File: config.mk
export PLATFORM = sky130hd
export DESIGN_NAME = ssi_display_driver
export DESIGN_NICKNAME = d
export VERILOG_FILES = /design/src/rtl/ssi_pkg.sv /design/src/rtl/ssi_digit_decode.sv /design/src/rtl/ssi_display_driver.sv
export SDC_FILE = /design/constraint.sdc
export NUM_CORES = 1
export LEC_CHECK = 0
export ABC_AREA = 1
export CAP_MARGIN = 20
export CORE_MARGIN = 5
export CORE_UTILIZATION = 36
export DETAILED_ROUTE_END_ITERATION = 16
export SLEW_MARGIN = 20
export SYNTH_ARGS = -nofsm -noshare
export SYNTH_HDL_FRONTEND = slang
export SYNTH_SLANG_ARGS = --single-unit
File: constraint.sdc
create_clock -name i_clk -period 1.5 [get_ports i_clk]
set_input_delay 0.225 -clock i_clk [delete_from_list [all_inputs] [get_ports i_clk]]
set_output_delay 0.225 -clock i_clk [all_outputs]
set_load 0.05 [all_outputs]
File: src/rtl/ssi_pkg.sv
// Shared constants for the seven-segment driver: active-low segment patterns,
// FSM encoding and overflow threshold helpers.
package ssi_pkg;

  localparam logic [6:0] SEG_0     = 7'b1000000;
  localparam logic [6:0] SEG_1     = 7'b1111001;
  localparam logic [6:0] SEG_2     = 7'b0100100;
  localparam logic [6:0] SEG_3     = 7'b0110000;
  localparam logic [6:0] SEG_4     = 7'b0011001;
  localparam logic [6:0] SEG_5     = 7'b0010010;
  localparam logic [6:0] SEG_6     = 7'b0000010;
  localparam logic [6:0] SEG_7     = 7'b1111000;
  localparam logic [6:0] SEG_8     = 7'b0000000;
  localparam logic [6:0] SEG_9     = 7'b0010000;
  localparam logic [6:0] SEG_A     = 7'b0001000;
  localparam logic [6:0] SEG_B     = 7'b0000011;
  localparam logic [6:0] SEG_C     = 7'b1000110;
  localparam logic [6:0] SEG_D     = 7'b0100001;
  localparam logic [6:0] SEG_E     = 7'b0000110;
  localparam logic [6:0] SEG_F     = 7'b0001110;
  localparam logic [6:0] SEG_DASH  = 7'b0111111;
  localparam logic [6:0] SEG_BLANK = 7'b1111111;

  typedef enum logic [1:0] {
    IDLE    = 2'd0,
    CONVERT = 2'd1,
    ENCODE  = 2'd2
  } state_t;

  function automatic logic [63:0] pow10(input int n);
    logic [63:0] r;
    r = 64'd1;
    for (int i = 0; i < n; i++) r = r * 64'd10;
    return r;
  endfunction

  function automatic logic [63:0] pow16(input int n);
    logic [63:0] r;
    r = 64'd1;
    for (int i = 0; i < n; i++) r = r << 4;
    return r;
  endfunction

endpackage

File: src/rtl/ssi_digit_decode.sv
// Combinational nibble to seven-segment decoder with hex enable, blank/dash
// overrides and selectable output polarity.
module ssi_digit_decode
  import ssi_pkg::*;
#(
  parameter int ACTIVE_LOW = 1
) (
  input  logic [3:0] nibble,
  input  logic       hex_en,
  input  logic       blank,
  input  logic       dash,
  output logic [6:0] segments
);

  logic [6:0] pat;

  always_comb begin
    pat = SEG_BLANK;
    if (dash) begin
      pat = SEG_DASH;
    end else if (!blank) begin
      case (nibble)
        4'h0: pat = SEG_0;
        4'h1: pat = SEG_1;
        4'h2: pat = SEG_2;
        4'h3: pat = SEG_3;
        4'h4: pat = SEG_4;
        4'h5: pat = SEG_5;
        4'h6: pat = SEG_6;
        4'h7: pat = SEG_7;
        4'h8: pat = SEG_8;
        4'h9: pat = SEG_9;
        4'hA: pat = hex_en ? SEG_A : SEG_BLANK;
        4'hB: pat = hex_en ? SEG_B : SEG_BLANK;
        4'hC: pat = hex_en ? SEG_C : SEG_BLANK;
        4'hD: pat = hex_en ? SEG_D : SEG_BLANK;
        4'hE: pat = hex_en ? SEG_E : SEG_BLANK;
        4'hF: pat = hex_en ? SEG_F : SEG_BLANK;
        default: pat = SEG_BLANK;
      endcase
    end
  end

  assign segments = (ACTIVE_LOW != 0) ? pat : ~pat;

endmodule

File: src/rtl/ssi_display_driver.sv
// Multi-digit seven-segment driver: binary value in over valid/ready, decimal
// (double-dabble) or hex digits out with leading-zero blanking and overflow dashes.
module ssi_display_driver
  import ssi_pkg::*;
#(
  parameter int DIGITS     = 4,
  parameter int VALUE_W    = 14,
  parameter int HEX_MODE   = 0,
  parameter int LZ_BLANK   = 1,
  parameter int ACTIVE_LOW = 1
) (
  input  logic                  i_clk,
  input  logic                  i_reset_n,
  input  logic [VALUE_W-1:0]    i_value,
  input  logic                  i_valid,
  output logic                  o_ready,
  input  logic                  i_blank,
  output logic [7*DIGITS-1:0]   o_segments,
  output logic                  o_overflow
);

  localparam int BCD_W = 4 * DIGITS;
  localparam int CNT_W = $clog2(VALUE_W + 1);
  localparam int NIB_W = (VALUE_W < BCD_W) ? VALUE_W : BCD_W;
  localparam logic [6:0] POL = (ACTIVE_LOW != 0) ? 7'h00 : 7'h7F;
  localparam logic [7*DIGITS-1:0] ALL_BLANK = {DIGITS{SEG_BLANK ^ POL}};

  function automatic logic [7*DIGITS-1:0] reset_pattern();
    logic [7*DIGITS-1:0] r;
    for (int d = 0; d < DIGITS; d++)
      r[7*d +: 7] = (d == 0 || LZ_BLANK == 0) ? (SEG_0 ^ POL) : (SEG_BLANK ^ POL);
    return r;
  endfunction

  localparam logic [7*DIGITS-1:0] RST_SEG = reset_pattern();

  state_t               state;
  logic [VALUE_W-1:0]   shift_q;
  logic [BCD_W-1:0]     bcd_q;
  logic                 ovf_q;
  logic [CNT_W-1:0]     cnt_q;
  logic [7*DIGITS-1:0]  held_q;
  logic [7*DIGITS-1:0]  seg_next;
  logic [BCD_W-1:0]     bcd_adj;
  logic [BCD_W-1:0]     hex_nib;
  logic [DIGITS-1:0]    dig_blank;
  logic                 hex_ovf;
  logic                 accept;

  assign accept  = i_valid && o_ready;
  assign hex_ovf = 64'(i_value) >= pow16(DIGITS);

  always_comb begin
    hex_nib = '0;
    for (int i = 0; i < NIB_W; i++) hex_nib[i] = i_value[i];
  end

  // Double-dabble adjust: any BCD digit >= 5 gets +3 before the shift.
  always_comb begin
    bcd_adj = bcd_q;
    for (int d = 0; d < DIGITS; d++)
      if (bcd_q[4*d +: 4] >= 4'd5) bcd_adj[4*d +: 4] = bcd_q[4*d +: 4] + 4'd3;
  end

  always_comb begin
    logic nz_above;
    nz_above  = 1'b0;
    dig_blank = '0;
    for (int d = DIGITS - 1; d >= 0; d--) begin
      nz_above     = nz_above | (bcd_q[4*d +: 4] != 4'd0);
      dig_blank[d] = (LZ_BLANK != 0) && (d != 0) && !nz_above;
    end
  end

  for (genvar g = 0; g < DIGITS; g++) begin : g_dec
    ssi_digit_decode #(.ACTIVE_LOW(ACTIVE_LOW)) u_dec (
      .nibble   (bcd_q[4*g +: 4]),
      .hex_en   (HEX_MODE != 0),
      .blank    (dig_blank[g]),
      .dash     (ovf_q),
      .segments (seg_next[7*g +: 7])
    );
  end

  // Conversion datapath: loaded on accept, stepped while converting.
  always_ff @(posedge i_clk) begin
    if (accept) begin
      shift_q <= i_value;
      cnt_q   <= '0;
      if (HEX_MODE != 0) begin
        bcd_q <= hex_nib;
        ovf_q <= hex_ovf;
      end else begin
        bcd_q <= '0;
        ovf_q <= 1'b0;
      end
    end else if (state == CONVERT) begin
      bcd_q   <= {bcd_adj[BCD_W-2:0], shift_q[VALUE_W-1]};
      ovf_q   <= ovf_q | bcd_adj[BCD_W-1];
      shift_q <= shift_q << 1;
      cnt_q   <= cnt_q + 1'b1;
    end
  end

  // Control FSM and registered display outputs.
  always_ff @(posedge i_clk) begin
    if (!i_reset_n) begin
      state      <= IDLE;
      o_ready    <= 1'b1;
      o_overflow <= 1'b0;
      held_q     <= RST_SEG;
      o_segments <= RST_SEG;
    end else begin
      o_segments <= i_blank ? ALL_BLANK : ((state == ENCODE) ? seg_next : held_q);
      case (state)
        IDLE: begin
          if (accept) begin
            o_ready <= 1'b0;
            state   <= (HEX_MODE != 0) ? ENCODE : CONVERT;
          end
        end
        CONVERT: begin
          if (cnt_q == CNT_W'(VALUE_W - 1)) state <= ENCODE;
        end
        ENCODE: begin
          held_q     <= seg_next;
          o_overflow <= ovf_q;
          o_ready    <= 1'b1;
          state      <= IDLE;
        end
        default: state <= IDLE;
      endcase
    end
  end

endmodule

==> key figures, run 1 <==
Floorplan
  – Core Box Area: 11,860 um^2
  – Die Ht: 119.2 um
  – Die X: 119.2 um
  – Starting Density: 36.22%
  – Std cell rows: 40
  – Die area: 14,220 um^2
  – Boundary pin count: 48

Cells and area
  – Area grow syn2layout: 46.13%
  – Number of diodes: 0
  – Post-route cell area: 6279 um^2
  – Commonest cells after routing, fill and taps aside: nand2_1, buf_4, dfxtp_1
  – Most common cell after layout, fill and taps aside: nand2_1
  – Share of cells above drive strength 1: 36.83%
  – Nets: 707

Detailed routing
  – Met2 wire length: 4718 um
  – DRC: 0
  – Uppermost routed layer: met4
  – DRT iter0 DRCs: 233
  – Via count: 3,923
  – Post-DR vias/cell: 4.767
  – Metal-1 WL: 4664 um
  – Met3 wire len: 398 um
  – First drt pass iteration count: 6
  – Final wirelength: 10,030 um
  – Post-route ant nets: 0
  – Wire per inst: 12.19 um

Timing
  – Fin. max-slew vios: 0
  – Worst slew pin tran: 0.3270 ns
  – Final setup vio count: 2
  – Achievable frequency: 657.1 MHz
  – Worst relative slew slack: 78.18%
  – Clk_skew: 0.009797 ns
  – Fin crit share: 101.5%
  – Final hold viol count: 0
  – Clock period minus final worst setup slack: 1.522 ns
  – Unrepaired setup endpoints after global routing: true
  – Final hold slack: 0.4455 ns
  – Fin worst setup slack: -0.02187 ns

Clock network
  – Sink Count: 95
  – Cts bufs inserted: 9
  – Root Buffer: clkbuf_16
  – Clk buf depth: 2
  – H-tree depth: 3
  – CTS clock-pin slew for the worst setup and hold paths: 0.07 ns
  – Hold buffers post-CTS: 0
  – CTS tree: yes
  – Clock latency on the worst-skew pair: 0.35 ns

Placed design
  – RePlAce Congestion: 0.9081
  – Cell Area, Placed: 5330 um^2
  – Number of port buffers: 47
  – Post-DP HPWL: 6993 um

Global route
  – Total GRT Usage: 13.76%
  – Largest net degree at the start of global routing: 18
  – Initial antenna violation count: 0
  – Total gr overflow: 0
  – First-pass GRT wire length: 16,130 um
  – Vias in the first global route: 3,587

Synthesis
  – Syn Inst Count: 556
  – Yosys cell types: 40
  – Dominant cell type by area after synthesis: dfxtp_1
  – Syn avg cell area: 7.728 um^2
  – Area contributors post-synth: dfxtp_1, nand2_1, edfxtp_1
  – Register area share after synthesis: 47.52%
  – Area share of the largest cell type after synthesis: 37.74%
  – Mapped Nets: 592
  – Yosys warns: 0
  – Mapped Area: 4297 um^2
  – Synth Register Bits: 95

Worst setup path
  – WS Path Type: flop to flop
  – Critical path data required time: 1.73 ns
  – Crit. End Element: flop
  – Max Fanout on Critical Path: 5
  – WP data arrival: 1.75 ns
  – Crit path launch type: flop

Run
  – Total of max-cap violations: 0

Power and ir drop
  – PD cells: 968.8 nW/um^2
  – Leak: 2.778 nW
  – Worst vdd ir: 0.0005858 V

Run status
  – Outcome: finished with violations
  – Failing checks: setup timing

Min path
  – Hold WC Path Type: flop to flop
layout make-up:
| class | count | area, um^2 |
|---|---|---|
| tap | 147 | 183.9 |
| clock buffer | 12 | 266.5 |
| clock inverter | 4 | 51.30 |
| timing repair buffer | 115 | 989.7 |
| inverter | 67 | 274.0 |
| multi-input combinational | 383 | 2444 |
| sequential | 95 | 2069 |
| fill | 1067 | 5583 |
registers in the layout (all words and copies together) (netlist names):
register / cells
bcd_q: 16
o_segments: 28
held_q: 28
shift_q: 14
cnt_q: 4
o_overflow: 1
o_ready: 1
state: 2
ovf_q: 1
cell usage after synthesis:
| master | instances |
|---|---|
| nand3b_1 | 1 |
| o22ai_1 | 9 |
| or2_0 | 1 |
| nand2_2 | 2 |
| and3_1 | 1 |
| a21boi_0 | 1 |
| buf_4 | 1 |
| and2_1 | 1 |
| nor2_2 | 6 |
| nor3_2 | 1 |
| o21ai_1 | 4 |
| nor2_1 | 47 |
| inv_1 | 59 |
| o211ai_1 | 5 |
| xor2_1 | 3 |
| edfxtp_1 | 14 |
| a21oi_1 | 17 |
| a211oi_1 | 1 |
| dfxtp_1 | 81 |
| buf_6 | 1 |
| ha_1 | 18 |
| nand2_4 | 1 |
| or2_2 | 5 |
| o21ai_0 | 37 |
| clkinv_1 | 1 |
| o21ai_2 | 7 |
| nand3_2 | 1 |
| buf_2 | 4 |
| inv_4 | 1 |
| nor3_1 | 5 |
| inv_2 | 6 |
| nor3_4 | 1 |
| nor2_4 | 2 |
| mux2i_1 | 1 |
| clkbuf_1 | 3 |
| a31oi_1 | 4 |
| nand2_1 | 154 |
| nand4_1 | 3 |
| nand3_1 | 44 |
| buf_1 | 2 |
critical path, stage by stage (launching register included):
cell	delay [ns]
dfxtp_4	0.39
inv_4	0.05
ha_4	0.18
o21ai_4	0.17
nand3_4	0.11
nand2_4	0.11
buf_4	0.11
nand2_1	0.05
o22ai_1	0.16
nand2_1	0.08
routing by layer:
metal  track usage [%]  up-vias
li1                  -     2041
met2             21.65       88
met4             6.807        0
met3             2.896       21
met5                 0        -
met1             17.88     1773
power by group:
group / internal, mW / switching, mW
Sequential: 2.70 / 0.0578
Clock: 1.43 / 0.964
Combinational: 0.397 / 0.530
kinds of logic (layout without fill, tap and decap cells):
group                    after synthesis  count (layout)  synth area share (%)
AO/OA/AOI/OAI                         85              85                 11.30
XOR/XNOR                               3               3                0.6116
adder cells (fa/ha/maj)               18              18                 5.242
buffers and inverters                 78             198                 7.251
flip-flops                            95              95                 47.52
multiplexers                           1               1                0.2330
AND/OR/NAND/NOR                      276             276                 27.84
metrics by stage:
step           setup TNS, ns  util (%)  instances  power, mW  worst slack [ns]
3_3_place_gp          -6.820     44.94        800      3.557           -0.2491
2_1_floorplan              0         -        556      3.246          0.001402
5_1_grt               -1.108     52.93        823      6.358          -0.09429
6_report            -0.02712     52.93        823      6.082          -0.02187
4_1_cts            -0.007414     48.63        818      6.006         -0.007414
3_5_place_dp          -8.301     44.94        800      3.569           -0.2850
worst paths after layout:
check | from | to | slack, ns | cells after the start
max | bcd_q[12] | o_segments[22] | -0.02 | 9
min | shift_q[13] | bcd_q[0] | 0.45 | 2
min reg2reg | shift_q[13] | bcd_q[0] | 0.45 | 2
max reg2reg | bcd_q[12] | o_segments[22] | -0.02 | 9
repair_timing:
action	4_1_cts	5_1_grt
pin swaps	10	27
buffers inserted	2	6
endpoints found under the hold margin	0	0
resized for setup	38	125
setup endpoints to repair	47	58
Note: power is estimated with default switching activity, not from simulation.
==> inputs of run 2 (changes only) <==
--- a/config.mk
+++ b/config.mk
@@ -7,9 +7,12 @@
 export LEC_CHECK = 0
 export ABC_AREA = 1
 export CAP_MARGIN = 20
+export CELL_PAD_IN_SITES_DETAIL_PLACEMENT = 0
+export CELL_PAD_IN_SITES_GLOBAL_PLACEMENT = 1
 export CORE_MARGIN = 5
 export CORE_UTILIZATION = 36
 export DETAILED_ROUTE_END_ITERATION = 16
+export PLACE_DENSITY_LB_ADDON = 0.1
 export SLEW_MARGIN = 20
 export SYNTH_ARGS = -nofsm -noshare
 export SYNTH_HDL_FRONTEND = slang
==> run 2 against run 1 <==
  * The run still ends with setup timing left
  * Clock-buffer cell count unchanged
  * Hold slack better by 0.0077 ns
  * Maximum frequency is 0.91% higher
  * Core utilization increased by 1.4 points
  * Wire length increased by 1.9%
  * First-iteration DRC count shrank 55%
  * Critical endpoint is now o_segments[11]
==> key figures, run 2 (same netlist as run 1, synthesis figures left out) <==
Clock network
  – Clock latency on the worst-skew pair: 0.35 ns
  – CTS clock-pin slew for the worst setup and hold paths: 0.07 ns
  – Root Buffer: clkbuf_16
  – H-tree depth: 3
  – Clk buf depth: 2
  – Sink Count: 95
  – Cts bufs inserted: 9
  – CTS tree: yes

Timing
  – Unrepaired setup endpoints after global routing: true
  – Worst relative slew slack: 73.60%
  – Final TNS setup: -0.009256 ns
  – Fin crit share: 100.5%
  – Clk_skew: 0.009247 ns
  – Worst slew pin tran: 0.3956 ns
  – Fin worst setup slack: -0.008157 ns
  – Clock period minus final worst setup slack: 1.508 ns
  – Achievable frequency: 663.1 MHz
  – Fin. max-slew vios: 0
  – Final hold viol count: 0
  – Final setup vio count: 2

Floorplan
  – Boundary pin count: 48
  – Starting Density: 36.22%
  – Die area: 14,220 um^2
  – Std cell rows: 40
  – Die Ht: 119.2 um
  – Die X: 119.2 um
  – Core Box Area: 11,860 um^2

Cells and area
  – Number of diodes: 0
  – Fin util: 54.35%
  – Post-route cell area: 6446 um^2
  – Nets: 723
  – Most common cell after layout, fill and taps aside: nand2_1
  – Share of cells above drive strength 1: 38.73%
  – Register area: 2067 um^2
  – Fillcell total: 1,127
  – Area grow syn2layout: 50.03%
  – Top Registers: held_q (28), o_segments (28), bcd_q (16)
  – Commonest cells after routing, fill and taps aside: nand2_1, buf_4, dfxtp_1
  – Area of the multi-input gates: 2501 um^2

Worst setup path
  – WS Path Type: flop to flop
  – Crit. End Element: flop
  – Worst path max stage delay: 0.41 ns
  – Crit path launch type: flop
  – CP Buf/Inv Count: 3
  – CP Cell Sequence: inv_4, ha_4, buf_6, nand3_4, nor2_4, buf_6, nor2_4, nand3_2, o21ai_2, nand2_1
  – CP top delay family: simple AND/OR/NAND/NOR gates
  – WP data arrival: 1.74 ns
  – Slowest-stage cell, CP: dfxtp_4
  – Max Fanout on Critical Path: 5
  – Critical path data required time: 1.73 ns

Power and ir drop
  – PD cells: 944.9 nW/um^2
  – Worst vdd ir: 0.0006540 V
  – Power Total: 6.091 mW
  – Leak: 2.870 nW

Placed design
  – Post-DP HPWL: 7491 um
  – Number of port buffers: 47
  – Cell Area, Placed: 5453 um^2
  – Post-place setup slack: -0.3112 ns
  – RePlAce Congestion: 0.8590

Global route
  – Vias in the first global route: 3,744
  – Met3 Use GR: 4.084%
  – Total GRT Usage: 14.51%
  – Met1 usage: 18.87%
  – Initial antenna violation count: 0
  – Met2 usage: 22.89%
  – Gr busiest metal: met2
  – First-pass GRT wire length: 16,970 um
  – Largest net degree at the start of global routing: 19
  – Total gr overflow: 0

Run
  – Total of max-cap violations: 0

Detailed routing
  – Wire per inst: 12.19 um
  – DRC: 0
  – Post-route ant nets: 0
  – First drt pass iteration count: 4
  – DRT iter0 DRCs: 106
  – Post-DR vias/cell: 4.663
  – Via count: 3,912
  – Final wirelength: 10,230 um

Run status
  – Outcome: finished with violations
  – Failing checks: setup timing

Min path
  – Hold WC Path Type: flop to flop
==> run 2: cell types whose count changed in the layout (fill, tap and decap cells not counted), sizes merged <==
| cell | change |
|---|---|
| buf | +16 |
| clkinv | -1 |
| clkinvlp | +2 |
| inv | -1 |
==> run 2: power breakdown <==
group          switching (mW)  internal (mW)
sequential             0.0533           2.70
clock                   0.961           1.40
combinational           0.544          0.434
total                    1.56           4.53
==> run 2: cell type report <==
cell class / count / share of cell area (%)
clock buffer: 12 / 4.018
inverter: 67 / 4.367
timing repair buffer: 131 / 17.08
clock inverter: 4 / 0.8152
multi-input combinational: 383 / 38.80
sequential: 95 / 32.07
tap: 147 / 2.853
==> run 2: per-layer routing <==
metal	vias up	routed length, um
met2	54	4828
met1	1780	4913
li1	2066	-
met4	0	148
met3	12	336
met5	-	0
==> run 2: worst paths after layout <==
check,startpoint,endpoint,slack [ns],cells past startpoint
setup / recovery,bcd_q[8],o_segments[11],-0.008,10
hold / removal,held_q[17],held_q[17],0.45,2
setup reg to reg,bcd_q[8],o_segments[11],-0.008,10
hold reg to reg,held_q[17],held_q[17],0.45,2
==> run 2: metrics by stage <==
| step | hold WS [ns] | instances |
|---|---|---|
| after CTS | 0.4596 | 836 |
| after detailed placement | 0.4422 | 818 |
| after floorplan | 0.3716 | 556 |
| final | 0.4532 | 839 |
| after global routing | 0.4766 | 839 |
| after global placement | 0.4330 | 818 |
==> run 2: what timing repair did <==
item,in CTS,in global routing
pin swaps,19,45
cloned,0,0
buffers inserted,2,5
resized for setup,59,119
endpoints found under the setup margin,56,58
hold buffers,0,0
==> run 2: worst reg2reg max path, stage by stage (launching register included) <==
cell     delay (ns)
dfxtp_4        0.41
inv_4          0.06
ha_4           0.19
buf_6          0.12
nand3_4        0.08
nor2_4         0.05
buf_6          0.11
nor2_4         0.15
nand3_2        0.09
o21ai_2        0.07
nand2_1        0.07
==> inputs of run 3 (changes only) <==
--- a/config.mk
+++ b/config.mk
@@ -11,6 +11,7 @@
 export CELL_PAD_IN_SITES_GLOBAL_PLACEMENT = 1
 export CORE_MARGIN = 5
 export CORE_UTILIZATION = 36
+export CTS_CLUSTER_SIZE = 24
 export DETAILED_ROUTE_END_ITERATION = 16
 export PLACE_DENSITY_LB_ADDON = 0.1
 export SLEW_MARGIN = 20
==> results of run 3 <==
Same layout as run 2: the final DEF is identical, and so are final timing and power.
==> edit (flow settings as in run 3) <==
Re-encode `state_t` (3 states) as one-hot, 3 bits wide.
--- a/src/rtl/ssi_pkg.sv
+++ b/src/rtl/ssi_pkg.sv
@@ -23,6 +23,6 @@
 
-  typedef enum logic [1:0] {
-    IDLE    = 2'd0,
-    CONVERT = 2'd1,
-    ENCODE  = 2'd2
+  typedef enum logic [2:0] {
+    IDLE    = 3'b001,
+    CONVERT = 3'b010,
+    ENCODE  = 3'b100
   } state_t;
Function: same outputs for any inputs over 10 cycles, from zero or initial values and one cycle with i_reset_n low; not proved beyond that.
==> edit against run 3 <==
- synthesized area is 2.1% higher
- wire length is 1.6% higher
- worst setup slack better by 9.9 ps
- final area grew 0.33%
- synthesized cell count is 0.90% higher
- global-route usage is 0.50 points higher
- hold slack improved by 2.9 ps
- sequential cell count increased by 1
Power is not compared: it rests on default switching activity, and its combinational part moved more than twofold at a synthesized area within 25%.
==> edit: results (changes against run 3) <==
stage,metric,value,unit,change
synth,post-synth cell types,35,,was 40
sta,Clock Skew,6.03,ps,was 9.25 ps
drt,met2 routed WL,4920,µm,was 4830 µm
synth,Synth Area in Compound Gates,11.7,%,was 11.3%
global_route,GRT met2 Usage,24.3,%,was 22.9%
global_route,first-pass GRT wire length,17600,µm,was 17000 µm
synth,Synthesized Nets,597,,was 592
setup_path,RR Startpoint,bcd_q[4]$_SDFFE_PP0P_,,was bcd_q[8]$_SDFFE_PP0P_
setup_path,CP max stage cell,dfxtp_2,,was dfxtp_4
synth,synth top area cells,"dfxtp_1 37%, nand2_1 13%, edfxtp_1 9.6%, inv_1 5.7%, ha_1 5.1%",,"was dfxtp_1 38%, nand2_1 13%, edfxtp_1 9.8%, ha_1 5.2%, inv_1 5.2%"
synth,xor/xnor share of the synthesized area,1.40,%,was 0.612%
setup_path,Max stage delay on crit path,340,ps,was 410 ps
worst_hold_path,hold_sp,held_q[7]$_SDFF_PN1_,,was held_q[17]$_SDFF_PN1_
placed_design,Area after DPL,0.00550,mm²,was 0.00545 mm²
final_layout,Nets,734,,was 723
final_layout,share of cells above drive strength 1,40.8,%,was 38.7%
drt,Avg WL per Cell,12.2,µm,about the same
global_route,Total Routing Usage GR,15.0,%,was 14.5%
sta,Setup TNS,0,ps,was -9.26 ps
synth,post-synthesis sequential area ratio,47.0,%,was 47.5%
global_route,met3 usage,4.12,%,was 4.08%
synth,Synth top cells by count,"156 x nand2_1, 82 x dfxtp_1, 67 x inv_1",,"was 154 x nand2_1, 81 x dfxtp_1, 59 x inv_1"
worst_hold_path,Hold EP,held_q[7]$_SDFF_PN1_,,was held_q[17]$_SDFF_PN1_
synth,Adder-Cell Fraction of Synth Area,5.14,%,was 5.24%
drt,wire length on met3,344,µm,was 336 µm
drt,M1 WL,4860,µm,was 4910 µm
status,outcome,completed,,"was finished, violations left"
[edit: changes by cell type after synthesis, sizes merged, moves of 3 or more]
cell,run 3,this run
inv,66,74
o21ai,48,45
nor3,7,3
or2,6,1
xor2,3,7
nand3,45,41
o32ai,0,3
a31oi,4,1
[edit: cell type report]
class                   count  area (µm²)
clock buffers              12         278
clock inverters             4        25.0
fillers                  1147        5490
inverters                  75         302
multi-input cells         376        2450
flip-flops and latches     96        2090
well taps                 147         184
repair buffers            140        1140
[edit: stage by stage]
step           util [%]  hold slack [ps]  std cells  setup WS [ps]
6_report           54.1              456        850           1.75
5_1_grt            54.1              471        850          -89.1
4_1_cts            50.6              460        843          -29.9
3_5_place_dp       46.0              444        820           -214
3_3_place_gp       46.0              442        820           -188
2_1_floorplan         -              375        561           1.43
[edit: timing repair]
item,4_1_cts,5_1_grt
setup buffers,7,7
pin swaps,17,37
hold endpoints to repair,0,0
resized for setup,64,110
setup endpoints to repair,58,63
